==> src/rtl/fifo_nibble_tx.sv <==
// rtl/fifo_nibble_tx.sv - drains 4-bit FIFO words into framed serial output with optional even parity
module fifo_nibble_tx #(
    parameter int CLKS_PER_BIT = 8,
    parameter bit PARITY_EN    = 1'b1
) (
    input  logic       clk,
    input  logic       rst_n,
    input  logic       en,
    input  logic       fifo_empty,
    input  logic [3:0] fifo_data,
    output logic       fifo_rd,
    output logic       tx,
    output logic       busy,
    output logic       frame_done
);

    typedef enum logic [2:0] {
        IDLE, POP, LOAD, START, DATA, PARITY, STOP
    } state_t;

    localparam logic [7:0] BAUD_LAST = 8'(CLKS_PER_BIT - 1);

    state_t     state, state_nx;
    logic [7:0] baud, baud_nx;
    logic [1:0] bit_idx, bit_idx_nx;
    logic [3:0] shreg, shreg_nx;
    logic       parity, parity_nx;
    logic       tx_nx, fifo_rd_nx, busy_nx, frame_done_nx;
    logic       bit_end;

    // rst_n is active-high despite its name
    always_ff @(posedge clk or posedge rst_n) begin
        if (rst_n) begin
            state      <= IDLE;
            baud       <= 8'd0;
            bit_idx    <= 2'd0;
            shreg      <= 4'd0;
            parity     <= 1'b0;
            tx         <= 1'b1;
            fifo_rd    <= 1'b0;
            busy       <= 1'b0;
            frame_done <= 1'b0;
        end else begin
            state      <= state_nx;
            baud       <= baud_nx;
            bit_idx    <= bit_idx_nx;
            shreg      <= shreg_nx;
            parity     <= parity_nx;
            tx         <= tx_nx;
            fifo_rd    <= fifo_rd_nx;
            busy       <= busy_nx;
            frame_done <= frame_done_nx;
        end
    end

    assign bit_end = (baud == BAUD_LAST);

    always_comb begin
        state_nx   = state;
        baud_nx    = 8'd0;
        bit_idx_nx = bit_idx;
        shreg_nx   = shreg;
        parity_nx  = parity;
        case (state)
            IDLE: begin
                if (en && !fifo_empty) state_nx = POP;
            end
            POP: state_nx = LOAD;
            LOAD: begin
                state_nx  = START;
                shreg_nx  = fifo_data;
                parity_nx = ^fifo_data;
            end
            START: begin
                baud_nx = bit_end ? 8'd0 : baud + 8'd1;
                if (bit_end) state_nx = DATA;
            end
            DATA: begin
                baud_nx = bit_end ? 8'd0 : baud + 8'd1;
                if (bit_end) begin
                    // shift so the next data bit always sits in shreg[0]
                    bit_idx_nx = bit_idx + 2'd1;
                    shreg_nx   = {1'b0, shreg[3:1]};
                    if (bit_idx == 2'd3) state_nx = PARITY_EN ? PARITY : STOP;
                end
            end
            PARITY: begin
                baud_nx = bit_end ? 8'd0 : baud + 8'd1;
                if (bit_end) state_nx = STOP;
            end
            STOP: begin
                baud_nx = bit_end ? 8'd0 : baud + 8'd1;
                if (bit_end) state_nx = IDLE;
            end
            default: state_nx = IDLE;
        endcase
    end

    // outputs are decoded from the next state so the registered copies line up with the state
    always_comb begin
        tx_nx = 1'b1;
        case (state_nx)
            START:   tx_nx = 1'b0;
            DATA:    tx_nx = shreg_nx[0];
            PARITY:  tx_nx = parity_nx;
            default: tx_nx = 1'b1;
        endcase
        fifo_rd_nx    = (state_nx == POP);
        busy_nx       = (state_nx != IDLE);
        frame_done_nx = (state_nx == STOP) && (baud_nx == BAUD_LAST);
    end

endmodule
==> config.mk <==
export PLATFORM = sky130hd
export DESIGN_NAME = fifo_nibble_tx
export DESIGN_NICKNAME = d
export VERILOG_FILES = /design/src/rtl/fifo_nibble_tx.sv
export SDC_FILE = /design/constraint.sdc
export NUM_CORES = 1
export LEC_CHECK = 0
export ABC_CLOCK_PERIOD_IN_PS = 4800
export CAP_MARGIN = 15
export CORE_UTILIZATION = 40
export CTS_CLUSTER_DIAMETER = 80
export DETAILED_ROUTE_END_ITERATION = 10
export MAX_ROUTING_LAYER = met4
export PLACE_DENSITY = 0.68
export SLEW_MARGIN = 20
export SYNTH_ARGS = -nofsm -noshare
export SYNTH_HDL_FRONTEND = slang
export SYNTH_SLANG_ARGS = --single-unit
==> constraint.sdc <==
create_clock -name clk -period 4.8 [get_ports clk]
set_input_delay 0.96 -clock clk [delete_from_list [all_inputs] [get_ports clk]]
set_output_delay 0.96 -clock clk [all_outputs]
set_load 0.01 [all_outputs]
Word-level counts from Yosys, hierarchy flattened:

Cells that the tools add are included.
Widths: inputs -> output; s select.

* output and inout bits: 4
* word-level logic and storage cells: 50
* bits of input ports: 8
* bits in registers: 22

* reduce and logical (&&, ||, !) cells: 10
* eq/ne operators: 15
* add/sub/neg operators: 2
* mux-type cells: 13

Operators by type and width (number)
* $pmux 3 s7: 1
* $eq 3x3->1 const B: 6
* $mux 3: 6
* $eq 8x3->1 const B: 2
* $mux 8: 2
* $eq 3x2->1 const B: 3
* $add 8x1->8 const B: 1
* $pmux 4 s2: 1
* $eq 3x1->1 const B: 2
* $mux 4: 1
* $reduce_and 2->1: 2
* $reduce_or 4->1: 1
* $reduce_xor 4->1: 1
* $logic_not 3->1: 1
* $pmux 1 s3: 1
* $reduce_bool 3->1: 1
* $add 2x1->2 const B: 1
* $eq 2x2->1 const B: 1
* $logic_and 1x1->1: 2
* $ne 2x2->1 const B: 1
* $reduce_bool 2->1: 1
* $logic_not 1->1: 1
* $mux 1: 1

Logic depth before layout (Yosys ltp):

* depth after elaboration: 6
* gate-level depth with buffers: 7
* gate-level depth less buffers: 6

Least setup slack after synthesis:

No wires, ideal clock.

* path type: flip-flop to flip-flop
* start point: register baud[3]
* end point: register tx
* required time: 4.712 ns
* path buffers: 1
* clock period less this slack: 2.089 ns
* path slack: 2.711 ns
* library setup time: 0.088 ns
* cell stages (with the launch flop): 7
* arrival: 2.001 ns
* path through: dfrtp_1 -> or4_1 -> buf_2 -> or2_4 -> o311ai_4 -> mux2_4 -> a2bb2oi_2

* word-level cells in the longest chain between the ends: 5
* elaborated cells on any way between the ends: 12
* classes of those cells: 4 x eq/ne; 8 x mux

RTL lines
* start, declared: RTL line 24 `logic [7:0] baud, baud_nx;`
* start signal, assigned: RTL line 45 `baud <= baud_nx;`
* $eq 8x3->1 (*): RTL line 56 `assign bit_end = (baud == BAUD_LAST);`
* $mux 3 (on tied branches)
* $pmux 3 s7 (*): RTL line 64 `case (state)`
* net state_nx[0]: RTL line 23 `state_t state, state_nx;`
* $eq 3x3->1 / $eq 3x2->1 (equally long branches): RTL line 102 `case (state_nx)`
* $pmux 1 s3 (*): RTL line 102
* net tx_nx: RTL line 28 `logic tx_nx, fifo_rd_nx, busy_nx, frame_done_nx;`
* end signal, assigned: RTL line 49 `tx <= tx_nx;`
* end, declared: RTL line 12 `output logic tx,`

The timed path passes the listed nets; every way through them passes the cells marked *. The select of a mux whose other input is x is not followed.
A chain may end at the register's enable or synchronous reset.

Worst setup path in the final report:

* start point: register tx
* end point: output tx

No word-level cell between the ends.

==> impl_metrics.yaml <==
timing:
  fin_crit_ps: 2310
  worst_pin_slew_ps: 811
  maxSlewHeadroom: 0.459
  setup_violations: 0
  hold_ws_ps: 486
  slew_violations: 0
  fmax_mhz: 432
  hold_violations: 0
  fin_worst_skew_ps: 6.46
  finalCritPeriodShare: 0.482
  rsz0062_at_grt: "no"
  fin_setup_tns_ps: 0
global_route:
  grt_pass1_wl_mm: 3.59
  grtUsageTotal: 0.149
  antenna_found_initial: 0
  overflow: 0
  grt_pass1_vias: 825
  grt_max_degree: 23
synth:
  ys_ff_latch: 22
  syn_inst: 110
  async_flop_share: 1.00
  yosysMostFrequentCell: "dfrtp_1"
  synthTopCellsByArea: "dfrtp_1 (45%), xor2_1 (5.2%), xnor2_1 (3.7%)"
  synthTopCellsByCount: "dfrtp_1 (21), nor2_1 (10), xor2_1 (7)"
  synthDominantCellAreaShare: 0.446
  yosysSeqAreaShare: 0.469
  synth_area_leader_cell: "dfrtp_1"
  synth_fp_nets: 120
  yosys_warnings: 0
  synth_ff_type: "dfrtp_1"
  netlist_area_um2: 1180
  avgSynthCellArea_um2: 10.7
  synth-edff-count: 0
  ys_types: 40
worst_setup_path:
  critPathBufInv: 1
  crit_path_max_fanout: 1
  crit_family: "flip-flops"
  critPathCaptureType: "output port"
  arrival_ps: 1350
  r2r_slack_ps: 2560
  cp_cell_sequence: "clkdlybuf4s50_1"
  cp.required_ps: 3840
  crit_type: "reg2out"
  critPathMaxStageDelay_ps: 530
  start_kind: "register"
  rr_worst_depth: 5
  r2r_end: "tx"
  r2r_start: "baud[3]"
  cp_slowest_cell: "dfstp_2"
final_layout:
  stdcell_area_um2: 1340
  nNetsFinal: 132
  area_delta_synth_final_pct: 13.4
  ff_latch_area_um2: 552
  multi_input_area_um2: 586
  nFillCells: 247
  drive_above_1_share: 0.124
  num_antenna_cells: 0
placed_design:
  gp_congestion: 0.895
  io_buffer_count: 11
  place_area_um2: 1310
  dpl.hpwl_mm: 1.44
hold_path:
  hold_end: "bit_idx[0]"
  hold_start: "bit_idx[0]"
  hold_class: "reg2reg"
  whs_path_depth: 1
die:
  initial_core_util: 0.423
  num_rows: 19
  io_pins: 12
  dieArea_um2: 3160
  core_um2: 2780
  die_x_um: 56.3
  die_h_um: 56.3
pwr:
  power_leakage_nw: 0.582
  power_density_nw_per_um2: 224
  max-vdd-ir-drop_mv: 0.135
clock_tree:
  clock-root-buffer: "clkbuf_4"
  htree_levels: 1
  clockBufferDepth: 2
  cts_tree: "yes"
  cts_made_buffers: 3
  cts_resized: 0
  ctsHoldBuffers: 0
  insertion_delay_ps: 310
  cts_setup_buffers: 0
  clk_pin_slew_worst_paths_ps: 120
  cts.sinks: 22
route:
  drt_iter0_drc: 16
  post_drt_wl_per_cell_um: 12.8
  vias: 830
  via_per_inst: 5.46
  drc: 0
  drt_first_pass_iters: 4
  wirelength_mm: 1.94
  antenna_left: 0
run:
  cap_violations: 0
run_status:
  status: "complete, no violations"
==> cells in the final DEF, fill, tap and decap left out, drive strengths merged, types with 3 or more instances in the layout <==
master and n:
xnor2 5, nor2 10, and3 4, dfrtp 21
a221o 3, o211ai 3, nand2 5, xor2 7
o21ai 4, nand2b 4, clkbuf 4, nor3b 3
inv 6, clkdlybuf4s50 11, a21oi 5
==> sequential cells by signal, summed over array words and instances (netlist names) <==
name / cells
baud: 8
shreg: 4
state: 3
bit_idx: 2
busy: 1
fifo_rd: 1
frame_done: 1
parity: 1
tx: 1
==> layout make-up <==
cell class | count | share of cell area
Multi-Input combinational cell | 78 | 0.439
Sequential cell | 22 | 0.413
Timing Repair Buffer | 11 | 0.0825
Tap cell | 31 | 0.0291
Clock buffer | 4 | 0.0197
Inverter | 6 | 0.0169
==> stage by stage <==
step	setup WS [ps]	total power, W	cells	util
finish	2490	0.000299	152	0.480
global route	2420	0.000311	152	0.480
CTS	2470	0.000302	152	0.480
detailed placement	2280	0.000215	148	0.471
global placement	2340	0.000215	148	0.471
floorplan	2710	0.000203	110	-
==> cells by family after synthesis <==
group                    count (synthesis)  synth area share
AO/OA/AOI/OAI                           17             0.118
XOR/XNOR                                12            0.0893
adder cells (fa/ha/maj)                  3            0.0298
buffers and inverters                   10            0.0340
flip-flops                              22             0.469
multiplexers                             4            0.0393
AND/OR/NAND/NOR                         42             0.221
==> power by group <==
group	internal, W	total, W	leakage [nW]	switching, W
clock	0.0000324	0.0000882	0.0150	0.0000558
combinational	0.0000112	0.0000205	0.294	0.00000931
sequential	0.000190	0.000190	0.273	0.000000874
==> worst max path at each step <==
| stage | startpoint | end | slack [ps] | cells after the start |
|---|---|---|---|---|
| 2_1_floorplan | baud[3] | tx | 2710 | 6 |
| 3_3_place_gp | en | tx | 2340 | 6 |
| 3_5_place_dp | en | tx | 2280 | 6 |
| 4_1_cts | tx | tx | 2470 | 1 |
| 5_1_grt | baud[3] | busy | 2420 | 5 |
| 6_report | tx | tx | 2490 | 1 |
==> per-layer routing <==
metal	vias up	GRT usage	routed length (um)
li1	408	-	-
met1	402	0.190	950
met2	15	0.228	878
met3	5	0.0230	63
met4	0	0.0836	47
met5	-	-	0
(Power assumes the default switching activity.)
